[config.mk]
export PLATFORM = sky130hd
export DESIGN_NAME = accumulator_control
export DESIGN_NICKNAME = d
export VERILOG_FILES = /design/src/rtl/acc_pkg.sv /design/src/rtl/acc_ctrl_decode.sv /design/src/rtl/accumulator_control.sv
export SDC_FILE = /design/constraint.sdc
export NUM_CORES = 1
export LEC_CHECK = 0
export CAP_MARGIN = 20
export CELL_PAD_IN_SITES_DETAIL_PLACEMENT = 1
export CELL_PAD_IN_SITES_GLOBAL_PLACEMENT = 2
export CORE_MARGIN = 2
export CORE_UTILIZATION = 25
export CTS_CLUSTER_DIAMETER = 40
export DETAILED_ROUTE_END_ITERATION = 10
export GPL_TIMING_DRIVEN = 0
export PLACE_DENSITY_LB_ADDON = 0.1
export SLEW_MARGIN = 20
export SYNTH_ARGS = -nofsm -noshare
export SYNTH_HDL_FRONTEND = slang
export SYNTH_SLANG_ARGS = --single-unit
[constraint.sdc]
create_clock -name CLK -period 3.85 [get_ports CLK]
set_clock_uncertainty 0.05 [all_clocks]
set_input_delay 0.5775 -clock CLK [delete_from_list [all_inputs] [get_ports CLK]]
set_output_delay 0.5775 -clock CLK [all_outputs]
set_load 0.02 [all_outputs]
[src/rtl/acc_pkg.sv]
// Shared encodings for the accumulator CPU: opcodes, control FSM states and
// the ALU / PC / operand-select codes that the datapath and PC also decode.
package acc_pkg;

  localparam logic [4:0] OP_ADD   = 5'b00000;
  localparam logic [4:0] OP_SUB   = 5'b00001;
  localparam logic [4:0] OP_AND   = 5'b00010;
  localparam logic [4:0] OP_OR    = 5'b00011;
  localparam logic [4:0] OP_LOAD  = 5'b00100;
  localparam logic [4:0] OP_STORE = 5'b00101;
  localparam logic [4:0] OP_ADDI  = 5'b00110;
  localparam logic [4:0] OP_BEQ   = 5'b01000;
  localparam logic [4:0] OP_BNE   = 5'b01001;
  localparam logic [4:0] OP_J     = 5'b01010;
  localparam logic [4:0] OP_JR    = 5'b01100;
  localparam logic [4:0] OP_HALT  = 5'b11111;

  typedef enum logic [3:0] {
    S_RESET   = 4'd0,
    S_FETCH   = 4'd1,
    S_DECODE  = 4'd2,
    S_MEMADDR = 4'd3,
    S_MEMRD   = 4'd4,
    S_WB_MEM  = 4'd5,
    S_EXEC_R  = 4'd6,
    S_EXEC_I  = 4'd7,
    S_WB_ALU  = 4'd8,
    S_MEMWR   = 4'd9,
    S_BRANCH  = 4'd10,
    S_JUMP    = 4'd11,
    S_JUMPR_A = 4'd12,
    S_JUMPR_W = 4'd13,
    S_HALT    = 4'd14
  } state_e;

  typedef enum logic [2:0] {
    ALU_ADD    = 3'b000,
    ALU_SUB    = 3'b001,
    ALU_AND    = 3'b010,
    ALU_OR     = 3'b011,
    ALU_PASS_A = 3'b100
  } alu_op_e;

  typedef enum logic [1:0] {
    PC_PLUS2  = 2'b00,
    PC_JUMP   = 2'b01,
    PC_ALUOUT = 2'b10,
    PC_ZERO   = 2'b11
  } pc_src_e;

  typedef enum logic [1:0] {
    SRCB_MEM     = 2'b00,
    SRCB_TWO     = 2'b01,
    SRCB_OFFS_SH = 2'b10,
    SRCB_IMM     = 2'b11
  } alu_srcb_e;

  typedef struct packed {
    logic      pc_write;
    logic      branch;
    logic      bne_or_beq;
    pc_src_e   pc_src;
    logic      ir_write;
    logic      mem_read;
    logic      mem_write;
    logic      i_or_d;
    logic      acc_write;
    logic      mem_to_acc;
    logic      alu_src_a;
    alu_srcb_e alu_src_b;
    alu_op_e   alu_op;
    logic      halted;
  } ctrl_t;

endpackage

[src/rtl/acc_ctrl_decode.sv]
// State-to-control-word decode; depends only on registered state so the
// control outputs have no combinational path from Opcode.
module acc_ctrl_decode
  import acc_pkg::*;
(
  input  state_e     state_i,
  input  logic [1:0] op_lo_i,
  output ctrl_t      ctrl_o
);

  always_comb begin
    ctrl_o = '0;
    case (state_i)
      S_FETCH: begin
        ctrl_o.mem_read  = 1'b1;
        ctrl_o.ir_write  = 1'b1;
        ctrl_o.alu_src_b = SRCB_TWO;
        ctrl_o.alu_op    = ALU_ADD;
        ctrl_o.pc_src    = PC_PLUS2;
        ctrl_o.pc_write  = 1'b1;
      end
      S_DECODE:  ctrl_o.alu_src_b = SRCB_OFFS_SH;
      // absolute operand address: datapath forces A so ALUOut = ZE(IR[10:0])
      S_MEMADDR: ctrl_o.alu_src_b = SRCB_IMM;
      S_MEMRD: begin
        ctrl_o.mem_read = 1'b1;
        ctrl_o.i_or_d   = 1'b1;
      end
      S_WB_MEM: begin
        ctrl_o.acc_write  = 1'b1;
        ctrl_o.mem_to_acc = 1'b1;
      end
      S_EXEC_R: begin
        ctrl_o.alu_src_a = 1'b1;
        ctrl_o.alu_src_b = SRCB_MEM;
        ctrl_o.alu_op    = alu_op_e'({1'b0, op_lo_i});
      end
      S_EXEC_I: begin
        ctrl_o.alu_src_a = 1'b1;
        ctrl_o.alu_src_b = SRCB_IMM;
      end
      S_WB_ALU: ctrl_o.acc_write = 1'b1;
      S_MEMWR: begin
        ctrl_o.mem_write = 1'b1;
        ctrl_o.i_or_d    = 1'b1;
      end
      S_BRANCH: begin
        ctrl_o.alu_src_a  = 1'b1;
        ctrl_o.alu_op     = ALU_PASS_A;
        ctrl_o.branch     = 1'b1;
        ctrl_o.pc_src     = PC_ALUOUT;
        ctrl_o.bne_or_beq = ~op_lo_i[0];
      end
      S_JUMP: begin
        ctrl_o.pc_src   = PC_JUMP;
        ctrl_o.pc_write = 1'b1;
      end
      S_JUMPR_A: begin
        ctrl_o.alu_src_a = 1'b1;
        ctrl_o.alu_op    = ALU_PASS_A;
      end
      S_JUMPR_W: begin
        ctrl_o.pc_src   = PC_ALUOUT;
        ctrl_o.pc_write = 1'b1;
      end
      S_HALT:  ctrl_o.halted = 1'b1;
      default: ctrl_o = '0;
    endcase
  end

endmodule

[src/rtl/accumulator_control.sv]
// Multicycle Moore control FSM for the accumulator CPU: state register,
// next-state logic and the opcode bits needed by EXEC_R / BRANCH.
module accumulator_control
  import acc_pkg::*;
(
  input  logic       CLK,
  input  logic       reset,
  input  logic [4:0] Opcode,
  output logic       PCWrite,
  output logic       Branch,
  output logic       bneOrbeq,
  output logic [1:0] PCSrc,
  output logic       IRWrite,
  output logic       MemRead,
  output logic       MemWrite,
  output logic       IorD,
  output logic       AccWrite,
  output logic       MemtoAcc,
  output logic       ALUSrcA,
  output logic [1:0] ALUSrcB,
  output logic [2:0] ALUOp,
  output logic       Halted
);

  state_e     state_q, state_d;
  logic [1:0] op_lo_q;
  ctrl_t      ctrl;

  always_comb begin
    state_d = S_RESET;
    case (state_q)
      S_RESET:  state_d = S_FETCH;
      S_FETCH:  state_d = S_DECODE;
      S_DECODE: begin
        case (Opcode)
          OP_ADD, OP_SUB, OP_AND, OP_OR,
          OP_LOAD, OP_STORE: state_d = S_MEMADDR;
          OP_ADDI:           state_d = S_EXEC_I;
          OP_BEQ, OP_BNE:    state_d = S_BRANCH;
          OP_J:              state_d = S_JUMP;
          OP_JR:             state_d = S_JUMPR_A;
          OP_HALT:           state_d = S_HALT;
          default:           state_d = S_FETCH;
        endcase
      end
      S_MEMADDR: state_d = (Opcode == OP_STORE) ? S_MEMWR : S_MEMRD;
      S_MEMRD:   state_d = (Opcode == OP_LOAD) ? S_WB_MEM : S_EXEC_R;
      S_WB_MEM,
      S_WB_ALU,
      S_MEMWR,
      S_BRANCH,
      S_JUMP,
      S_JUMPR_W: state_d = S_FETCH;
      S_EXEC_R,
      S_EXEC_I:  state_d = S_WB_ALU;
      S_JUMPR_A: state_d = S_JUMPR_W;
      S_HALT:    state_d = S_HALT;
      default:   state_d = S_RESET;
    endcase
  end

  // ALU-op and branch polarity come from Opcode[1:0]; capture them in DECODE
  // so the control word stays a pure function of registered state.
  always_ff @(posedge CLK) begin
    if (reset) begin
      state_q <= S_RESET;
      op_lo_q <= 2'b00;
    end else begin
      state_q <= state_d;
      if (state_q == S_DECODE) op_lo_q <= Opcode[1:0];
    end
  end

  acc_ctrl_decode u_decode (
    .state_i (state_q),
    .op_lo_i (op_lo_q),
    .ctrl_o  (ctrl)
  );

  assign PCWrite  = ctrl.pc_write;
  assign Branch   = ctrl.branch;
  assign bneOrbeq = ctrl.bne_or_beq;
  assign PCSrc    = ctrl.pc_src;
  assign IRWrite  = ctrl.ir_write;
  assign MemRead  = ctrl.mem_read;
  assign MemWrite = ctrl.mem_write;
  assign IorD     = ctrl.i_or_d;
  assign AccWrite = ctrl.acc_write;
  assign MemtoAcc = ctrl.mem_to_acc;
  assign ALUSrcA  = ctrl.alu_src_a;
  assign ALUSrcB  = ctrl.alu_src_b;
  assign ALUOp    = ctrl.alu_op;
  assign Halted   = ctrl.halted;

endmodule

======== After elaboration in Yosys (flattened, before gate mapping) ========
Memory sizes are Yosys's and may differ from the RTL's.
Index checks and enable logic that the tools add are counted.
word-level totals
  output and inout port bits .............. 18
  memories kept ........................... 1
  memory bits (read-only) ................. 128
  logic and storage cells ................. 47
  flip-flop bits (word level) ............. 6
  input bits .............................. 7
memories
  name              depth  bits a word  rd ports  clocked after memory_dff  wr ports  RTL line                   source
  (name not given)  32     4            1         0                         0         accumulator_control.sv:35  case (Opcode)
cells by class
  multiplexer cells ....................... 16
  bitwise logic cells ..................... 1
  equal/unequal tests ..................... 16
  reductions and logical operators ........ 11
operators with widths
  kind                                                                    count
  4-bit case mux with 8 select lines                                      1
  4-bit equality test (second input constant)                             7
  4-bit by 3-bit equality test with 1-bit output (second input constant)  4
  2-bit OR reduction                                                      7
  5-bit by 3-bit equality test with 1-bit output (second input constant)  2
  1-bit two-way mux                                                       9
  4-bit by 2-bit equality test with 1-bit output (second input constant)  2
  7-bit OR reduction                                                      1
  2-bit case mux with 3 select lines                                      1
  3-bit case mux with 2 select lines                                      1
  4-bit by 1-bit equality test with 1-bit output (second input constant)  1
  4-bit logical NOT                                                       1
  2-bit two-way mux                                                       2
  4-bit two-way mux                                                       1
  2-bit case mux with 2 select lines                                      1
  4-bit OR reduction                                                      1
  3-bit OR reduction                                                      1
  1-bit inverter                                                          1

======== Depth between registers and ports, before layout ========
Gate-level depths: netlist of the first run.
  depth after elaboration ................. 3
  depth in mapped cells ................... 5

======== Modules after synthesis ========
Synthesis of the first run repeated with hierarchy kept, for this count alone.
unflattened totals
  cells, all modules ...................... 103
  area total of the unflattened synthesis .. 775.7 um^2
by module, submodules not included
  module               instances  area an instance (um^2)  sequential area each (um^2)  cells each
  accumulator_control  1          494.2                    120.1                        65
  acc_ctrl_decode      1          281.5                    0.0                          38

======== Least setup slack after synthesis of the first run ========
OpenSTA, ideal clock, no wires.
  path type ............................... register to output
  start ................................... register state_q[2]
  end ..................................... output PCSrc[1]
  data required time ...................... 3222 ps
  stages on the path, launching flop included .. 5
  setup slack ............................. 1951 ps
  arrival ................................. 1271 ps
  path through ............................ dfxtp_1 > buf_2 > buf_2 > mux2_2 > nor2_1
on the way
  cells in the longest elaborated chain, start to end .. 3
RTL lines
  item                                    RTL line                   source
  start, declared                         accumulator_control.sv:25  state_e state_q, state_d;
  start signal, assigned                  accumulator_control.sv:69  state_q <= state_d;
  4-bit equality test                     acc_ctrl_decode.sv:13      case (state_i)
  2-bit OR reduction (no line)            -
  2-bit case mux with 2 select lines (*)  acc_ctrl_decode.sv:13
  end, declared                           accumulator_control.sv:12  output logic [1:0] PCSrc,
Mark *: on every way between the ends. The rest lies on a longest branch, timed or not.

======== Final worst setup path of the first run ========
Same ends and word-level chain as after synthesis.

==> out/qor.yml, run 1 <==
switchingPower_uw: 237.8
crit_type: "reg -> out"
critical_path.max_fanout: 10
max_slew_margin: 0.6457
yosys_warnings: 0
crit_chain: "buf_2, buf_2, mux2_2, nor2_1, clkdlybuf4s50_1"
synth_area_in_xor_xnor: 0.03723
irDropWorstVdd_mv: 0.2062
core_mm2: 0.002710
die_wd_um: 57.13
row_count: 19
first_iter_violations: 9
syn_nets: 103
count_of_mapped_cells_out_of_synthesis: 96
maximum_clock_insertion_buffer_count: 2
drv_slew: 0
critPathMaxStageDelay_ns: 0.60
timing.final.hold_violations: 0
worst-path-buf-inv: 3
post_cts_resize_count: 0
synth_top_family_by_area: "simple AND/OR/NAND/NOR gates"
cts-buffers-inserted: 3
place.gp.congestion: 0.8251
post_synth_and_or_nand_nor_area_fraction: 0.3475
cp.required_ns: 3.22
fmax_mhz: 376.0
worst_r2r_startpoint: "state_q[1]$_SDFF_PP0_"
status: "finished clean"
routed_wire_length_per_instance_um: 14.81
timing.critical_path.to_type: "output pin"
num_io_pins: 25
start_util: 0.2604
critPathMostFrequentCell: "sky130_fd_sc_hd__buf_2"
synthesized_area_fraction_occupied_by_ao_oa_aoi_and_oai_cells: 0.3014
timing.final.crit_share: 0.6908
cpMaxStageDelayCell: "sky130_fd_sc_hd__clkdlybuf4s50_1"
dr.pass1.iters: 4
port_buffers: 23
nets: 131
cts.clk_slew.worst_paths_ns: 0.05
seq_pwr_share: 0.201
final_antenna_net_count: 0
synth.lib_cells_used.distinct: 40
clock_tree_root_buffer_cell: "sky130_fd_sc_hd__clkbuf_4"
cts_post_setup_buffers_inserted: 0
ffs_latches_synth: 6
holdCritPathClass: "reg -> reg"
setup_viol_count_final: 0
asyncSetResetFlopFracSynth: 0
critPathTopFamily: "buffers and inverters"
groute.usage.overall: 0.1540
post_route_wl_mm: 2.266
insertion_delay_ns: 0.26
setup_total_negative_slack_ns: 0
power.density_mw_per_mm2: 500.0
tritoncts: "yes"
cts-htree-levels: 1
antenna_found_initial: 0
slew_of_the_pin_with_the_lowest_slew_margin_ns: 0.5304
grt_overflow: 0
cts-hold-fix-buffers: 0
cell_area_after_technology_mapping_um2: 705.7
worst_setup_path_start_kind: "flip-flop"
synth.avg_cell_area_um2: 7.351
number_of_enable_type_register_cells_in_the_synthesized_netlist: 0
post-route-min-period_ns: 2.659
post_synthesis_mux_area_share: 0.04433
synthFlopType: "sky130_fd_sc_hd__dfxtp_1"
route.detailed.vias_per_inst: 5.248
insertedDiodeCount: 0
final_layout_size_suffix_gt1_frac: 0.1393
clkSinkCount: 6
power.share.combinational: 0.672
drc: 0
via_count_of_the_first_global_routing_pass: 772
crit_arrival_ns: 2.03
die_area_mm2: 0.003264
timing.hold.ws_ns: 0.4577
adder_and_majority_cell_fraction_of_the_synthesized_area: 0.01418
half_perimeter_wire_length_of_the_detailed_placement_result_mm: 1.732
power.leakage_nw: 0.3656
num_vias: 803
area_delta_synth_final_pct: 41.31
cell_internal_pwr_uw: 260.8
min-delay-start: "op_lo_q[1]$_SDFFE_PP0P_"
rsz0062_at_grt: "no"
worst_slack_ns: 1.191
grt_start_max_net_pins: 11
maxCapViolCount: 0
clock_power_share: 0.128
yosysSeqAreaShare: 0.1702
place_worst_setup_slack_ns: 1.445
die_h_um: 57.13
grt_pass1_wl_mm: 3.857
crit_startpoint: "state_q[2]$_SDFF_PP0_"
swShare: 0.4769
[area by class of cell]
| class | instances | area (µm²) |
|---|---|---|
| Buffer | 7 | 41.29 |
| Clock buffer | 3 | 22.52 |
| Fill cell | 353 | 1713 |
| Inverter | 5 | 18.77 |
| Multi-Input combinational cell | 78 | 525.5 |
| Sequential cell | 6 | 120.1 |
| Tap cell | 31 | 38.79 |
| Timing Repair Buffer | 23 | 230.2 |
[tightest hold or removal path, delay by kind of cell (launching register included)]
kind / cells / cell delay, ns
mux: 1 / 0.07
simple gates: 1 / 0.08
flops: 1 / 0.33
[cell usage after synthesis (all sizes together), types with 3 or more instances]
master   n  area share
a21oi    7       0.050
and3     3       0.027
buf      7       0.059
dfxtp    6        0.17
inv      5       0.027
nand2    5       0.027
nand2b   3       0.027
nor2    11       0.059
nor2b    6       0.053
nor3     9       0.071
o21ai    4       0.028
xnor2    3       0.037
[metrics by stage]
stage          cell area (µm²)  utilization  total power, mW  std cells
4_1_cts                  997.2       0.3680           0.5044        153
6_report                 997.2       0.3680           0.4986        153
3_5_place_dp             974.7       0.3596           0.4379        150
3_3_place_gp             974.7       0.3596           0.4331        150
5_1_grt                  997.2       0.3680           0.5382        153
2_1_floorplan            705.7            -           0.3164         96
[final timing paths]
kind | to | slack (ns) | depth (start not counted)
setup / recovery | PCSrc[1] | 1.19 | 5
hold / removal | op_lo_q[1]$_SDFFE_PP0P_ | 0.46 | 2
setup reg to reg | state_q[1]$_SDFF_PP0_ | 2.35 | 3
hold reg to reg | op_lo_q[1]$_SDFFE_PP0P_ | 0.46 | 2
[power by group through the flow]
stage	clock network (mW)	logic, mW	registers (mW)
floorplan	0	0.221	0.0957
global route	0.0682	0.366	0.104
CTS	0.0659	0.338	0.100
detailed placement	0	0.337	0.101
finish	0.0636	0.335	0.100
global placement	0	0.332	0.101
[cells by family after synthesis]
family                     Yosys count
buffers and inverters               12
xor gates and xnor gates             3
adders and majority gates            1
DFF                                  6
and+or+nand+nor                     44
muxes                                3
AOI/OAI and AO/OA                   27
[layout by cell type (no fill, tap or decap), types with 4 or more instances in the layout]
cell type and instances:
sky130_fd_sc_hd__clkdlybuf4s50_1 23, sky130_fd_sc_hd__inv_1 4, sky130_fd_sc_hd__a21oi_1 7, sky130_fd_sc_hd__nor3_1 8
sky130_fd_sc_hd__nand2_1 5, sky130_fd_sc_hd__buf_2 6, sky130_fd_sc_hd__dfxtp_1 6, sky130_fd_sc_hd__nor2_1 11
sky130_fd_sc_hd__nor2b_1 6, sky130_fd_sc_hd__o21ai_0 4
[routing by layer]
metal | share of wire | vias to the layer above | wire length (µm) | GRT usage
met5 | 0 | - | 0 | 0
li1 | - | 405 | - | -
met3 | 0.045 | 4 | 103 | 0.01587
met1 | 0.46 | 370 | 1046 | 0.1884
met2 | 0.47 | 24 | 1076 | 0.2660
met4 | 0.018 | 0 | 40 | 0.07973
[flip-flops by register name (all words and copies together) (netlist names)]
| register | count |
|---|---|
| state_q | 4 |
| op_lo_q | 2 |
Note: power is estimated with default switching activity, not from simulation.
==> run 2, diff against run 1 <==
- CORE_UTILIZATION: 25 -> 21
- clock period: 3.85 -> 2.3 ns (I/O delays scaled with it)
==> out/qor.yml, run 2 (synthesis results as in run 1) <==
worst_r2r_startpoint: "state_q[2]$_SDFF_PP0_"
post-route-min-period_ns: 2.209
num_vias: 818
crit_type: "reg -> out"
row_count: 21
cp.required_ns: 1.90
status: "finished clean"
holdCritPathClass: "in -> reg"
nets: 131
fmax_mhz: 452.8
slew_of_the_pin_with_the_lowest_slew_margin_ns: 0.4133
route.detailed.vias_per_inst: 4.869
setup.worst_path.end: "ALUOp[0]"
clkSinkCount: 6
crit_arrival_ns: 1.81
num_io_pins: 25
critical_path.max_fanout: 8
crit_startpoint: "state_q[2]$_SDFF_PP0_"
maxCapViolCount: 0
start_util: 0.2149
die_h_um: 61.97
cts-hold-fix-buffers: 0
critical_path.reg2reg.endpoint: "state_q[0]$_SDFF_PP0_"
irDropWorstVdd_mv: 0.1493
place.gp.congestion: 0.7331
area_delta_synth_final_pct: 47.70
die_wd_um: 61.97
antenna_found_initial: 0
reg2reg_setup_slack_ns: 0.78
insertedDiodeCount: 0
via_count_of_the_first_global_routing_pass: 769
half_perimeter_wire_length_of_the_detailed_placement_result_mm: 1.745
core_mm2: 0.003284
clock_tree_root_buffer_cell: "sky130_fd_sc_hd__clkbuf_4"
timing.final.hold_violations: 0
timing.critical_path.to_type: "output pin"
cts-buffers-inserted: 3
worst_setup_path_start_kind: "flip-flop"
dr.pass1.iters: 4
max_ffs_per_register: 4
timing.hold.ws_ns: 0.3460
final_layout_size_suffix_gt1_frac: 0.1721
critPathMaxStageDelay_ns: 0.60
setup_total_negative_slack_ns: 0
grt_overflow: 0
maximum_clock_insertion_buffer_count: 2
crit_chain: "buf_2, nor2b_1, and3_1, clkdlybuf4s50_1"
tritoncts: "yes"
cpMaxStageDelayCell: "sky130_fd_sc_hd__clkdlybuf4s50_1"
num-fill-cells: 406
layout_common_cells: "14 x sky130_fd_sc_hd__clkdlybuf4s50_1, 11 x sky130_fd_sc_hd__nor2_1, 8 x sky130_fd_sc_hd__nor3_1, 7 x sky130_fd_sc_hd__a21oi_1"
groute.usage.overall: 0.1272
cts-htree-levels: 1
setup_viol_count_final: 0
first_iter_violations: 39
insertion_delay_ns: 0.25
worst_r2r_path_depth: 5
drc: 0
min_path_cells: 3
die_area_mm2: 0.003840
grt_pass1_wl_mm: 3.670
mostFrequentLayoutCell: "sky130_fd_sc_hd__clkdlybuf4s50_1"
power.density_mw_per_mm2: 803.3
multi_input_area_um2: 535.5
cts.clk_slew.worst_paths_ns: 0.05
timing.final.crit_share: 0.9603
max_slew_margin: 0.7219
grt_start_max_net_pins: 11
port_buffers: 23
largest_registers: "state_q x4, op_lo_q x2"
rsz0062_at_grt: "no"
routed_wire_length_per_instance_um: 13.38
seqCellArea_um2: 121.4
max_flop_register: "state_q"
drv_slew: 0
power.leakage_nw: 0.4602
final_antenna_net_count: 0
post_route_wl_mm: 2.247
==> run 2: changes by cell type in the layout (fill, tap and decap cells not counted), sizes merged <==
cell and delta:
clkdlybuf4s50 -9, dlygate4sd2 +5, dlymetal6s2s +4, buf -1, clkbuf +1, clkinvlp +1, inv -1
==> run 2: stage by stage <==
step / cell area, µm² / utilization / std cells / setup slack (ns) / power, mW
global route: 1042 / 0.3173 / 168 / 0.001497 / 0.9135
detailed placement: 993.5 / 0.3025 / 165 / 0.1259 / 0.7331
CTS: 1022 / 0.3112 / 168 / 0.01455 / 0.8416
floorplan: 705.7 / - / 96 / 0.6336 / 0.5296
global placement: 993.5 / 0.3025 / 165 / 0.1289 / 0.7318
finish: 1042 / 0.3173 / 168 / 0.09139 / 0.8372
==> run 2: cell type report <==
cell class | count | area share
multi-input combinational | 78 | 0.5138
timing repair buffer | 23 | 0.2245
sequential | 6 | 0.1164
tap | 46 | 0.05522
buffer | 7 | 0.04682
clock buffer | 3 | 0.02161
inverter | 5 | 0.02161
==> run 2: repair_timing <==
| action | in CTS | in global routing |
|---|---|---|
| hold endpoints to repair | 0 | 0 |
| gates resized for setup | 10 | 7 |
| gates cloned | 0 | 0 |
| setup buffers | 0 | 0 |
| setup endpoints to repair | 10 | 8 |
==> run 2: worst min path at each step <==
stage	startpoint	end	slack (ns)
floorplan	reset	op_lo_q[0]$_SDFFE_PP0P_	0.37
global placement	op_lo_q[1]$_SDFFE_PP0P_	op_lo_q[1]$_SDFFE_PP0P_	0.42
global route	Opcode[1]	op_lo_q[1]$_SDFFE_PP0P_	0.36
detailed placement	op_lo_q[1]$_SDFFE_PP0P_	op_lo_q[1]$_SDFFE_PP0P_	0.44
finish	Opcode[1]	op_lo_q[1]$_SDFFE_PP0P_	0.35
CTS	Opcode[1]	op_lo_q[1]$_SDFFE_PP0P_	0.35
==> run 2: per-layer routing <==
| layer | part of all wire | GRT usage | vias up | wire [µm] |
|---|---|---|---|---|
| met4 | 0.0085 | 0.05775 | 0 | 19 |
| met2 | 0.48 | 0.2158 | 21 | 1087 |
| met1 | 0.47 | 0.1629 | 386 | 1049 |
| met3 | 0.040 | 0.01035 | 2 | 91 |
| li1 | - | - | 409 | - |
| met5 | 0 | 0 | - | 0 |
==> run 2: power by group <==
group	switching [mW]	internal [mW]
clock network	0.0413	0.0593
registers	0.0400	0.133
logic	0.311	0.254
total	0.392	0.445
==> run 2: worst max-delay path, delay by kind of cell, from the launching register on <==
family | cells | cell delay (ns)
flops | 1 | 0.29
buf+inv | 2 | 0.80
simple gates | 2 | 0.48
==> run 3, diff against run 2 <==
- CORE_MARGIN: 2 -> 8
==> out/qor.yml, run 3 (synthesis results as in run 1) <==
status: "finished clean"
power.density_mw_per_mm2: 804.9
final_standard_cell_utilization_of_the_core: 0.3196
grt_overflow: 0
grt_start_max_net_pins: 11
grt_pass1_wl_mm: 4.119
die_wd_um: 73.97
worst_slack_ns: 0.07657
drv_slew: 0
clock_tree_root_buffer_cell: "sky130_fd_sc_hd__clkbuf_4"
cts.clk_slew.worst_paths_ns: 0.05
half_perimeter_wire_length_of_the_detailed_placement_result_mm: 1.936
post-route-min-period_ns: 2.223
dr.pass1.iters: 4
seqCellArea_um2: 121.4
drc: 0
place_worst_setup_slack_ns: 0.1266
mostFrequentLayoutCell: "sky130_fd_sc_hd__clkdlybuf4s50_1"
maxCapViolCount: 0
final_antenna_net_count: 0
clkSinkCount: 6
final_cell_area_mm2: 0.001050
irDropWorstVdd_mv: 0.2583
crit_arrival_ns: 1.83
maximum_clock_insertion_buffer_count: 2
placed_area_um2: 993.5
power.leakage_nw: 0.5104
met3_usage: 0.02022
num_vias: 816
die_area_mm2: 0.005472
start_util: 0.2149
num_io_pins: 25
cp.required_ns: 1.90
max_flop_register: "state_q"
gr-usage-met1: 0.1092
layout_common_cells: "12 x sky130_fd_sc_hd__clkdlybuf4s50_1, 11 x sky130_fd_sc_hd__nor2_1, 7 x sky130_fd_sc_hd__nor3_1, 7 x sky130_fd_sc_hd__a21oi_1, 7 x sky130_fd_sc_hd__dlymetal6s2s_1"
place.gp.congestion: 0.7341
port_buffers: 23
insertion_delay_ns: 0.25
cts-htree-levels: 1
fmax_mhz: 449.8
grt.busiest_layer: "met2"
nets: 131
routed_wire_length_per_instance_um: 14.69
via_count_of_the_first_global_routing_pass: 868
multi_input_area_um2: 533.0
die_h_um: 73.97
grt_use_met2: 0.1572
groute.usage.overall: 0.09368
rsz0062_at_grt: "yes"
first_iter_violations: 25
max_ffs_per_register: 4
critical_path.max_fanout: 8
timing.final.crit_share: 0.9667
num-fill-cells: 416
antenna_found_initial: 0
timing.critical_path.to_type: "output pin"
worst_setup_path_start_kind: "flip-flop"
route.detailed.vias_per_inst: 4.857
holdCritPathClass: "in -> reg"
insertedDiodeCount: 0
slew_of_the_pin_with_the_lowest_slew_margin_ns: 0.4463
cts-hold-fix-buffers: 0
crit_type: "reg -> out"
core_mm2: 0.003284
cts-buffers-inserted: 3
tritoncts: "yes"
final_layout_size_suffix_gt1_frac: 0.1721
timing.final.hold_violations: 0
post_route_wl_mm: 2.468
timing.hold.ws_ns: 0.3421
largest_registers: "state_q x4, op_lo_q x2"
area_delta_synth_final_pct: 48.76
setup_viol_count_final: 0
row_count: 21
max_slew_margin: 0.6948
## run 3: worst max-delay path: stages (launching register included)
cell,delay (ns)
sky130_fd_sc_hd__dfxtp_1,0.30
sky130_fd_sc_hd__buf_2,0.20
sky130_fd_sc_hd__nor2b_1,0.29
sky130_fd_sc_hd__and3_1,0.19
sky130_fd_sc_hd__clkdlybuf4s50_1,0.60
## run 3: worst paths after layout
| path | slack [ns] | cells past startpoint | end | startpoint |
|---|---|---|---|---|
| max | 0.08 | 4 | ALUOp[0] | state_q[2]$_SDFF_PP0_ |
| min | 0.34 | 3 | op_lo_q[1]$_SDFFE_PP0P_ | Opcode[1] |
| max reg2reg | 0.76 | 5 | state_q[0]$_SDFF_PP0_ | state_q[2]$_SDFF_PP0_ |
| min reg2reg | 0.44 | 2 | op_lo_q[1]$_SDFFE_PP0P_ | op_lo_q[1]$_SDFFE_PP0P_ |
## run 3: per-layer routing
layer	up-vias	routed length [µm]
met5	-	0
met4	0	27
met3	2	150
met2	21	1175
met1	384	1115
li1	409	-
## run 3: cell type report
class,count,area share
clock buffers,3,0.02145
multi-input cells,78,0.5077
well taps,46,0.05483
inverters,5,0.02145
flip-flops and latches,6,0.1156
repair buffers,23,0.2324
plain buffers,7,0.04648
## run 3: repair_timing
item	CTS	global route
setup buffers	0	0
setup endpoints to repair	11	14
gates resized for setup	4	16
gates cloned	0	0
## run 3: power breakdown
group / leakage (nW) / switching, mW / internal, mW
clock: 0.0138 / 0.0443 / 0.0594
sequential: 0.0491 / 0.0377 / 0.132
combinational: 0.447 / 0.318 / 0.253
## run 3: stage by stage
step / power (mW) / std cells / TNS, ns
2_1_floorplan: 0.5296 / 96 / 0
3_3_place_gp: 0.7377 / 165 / 0
3_5_place_dp: 0.7396 / 165 / 0
4_1_cts: 0.8452 / 168 / -0.5332
5_1_grt: 0.9145 / 168 / -0.07043
6_report: 0.8449 / 168 / 0
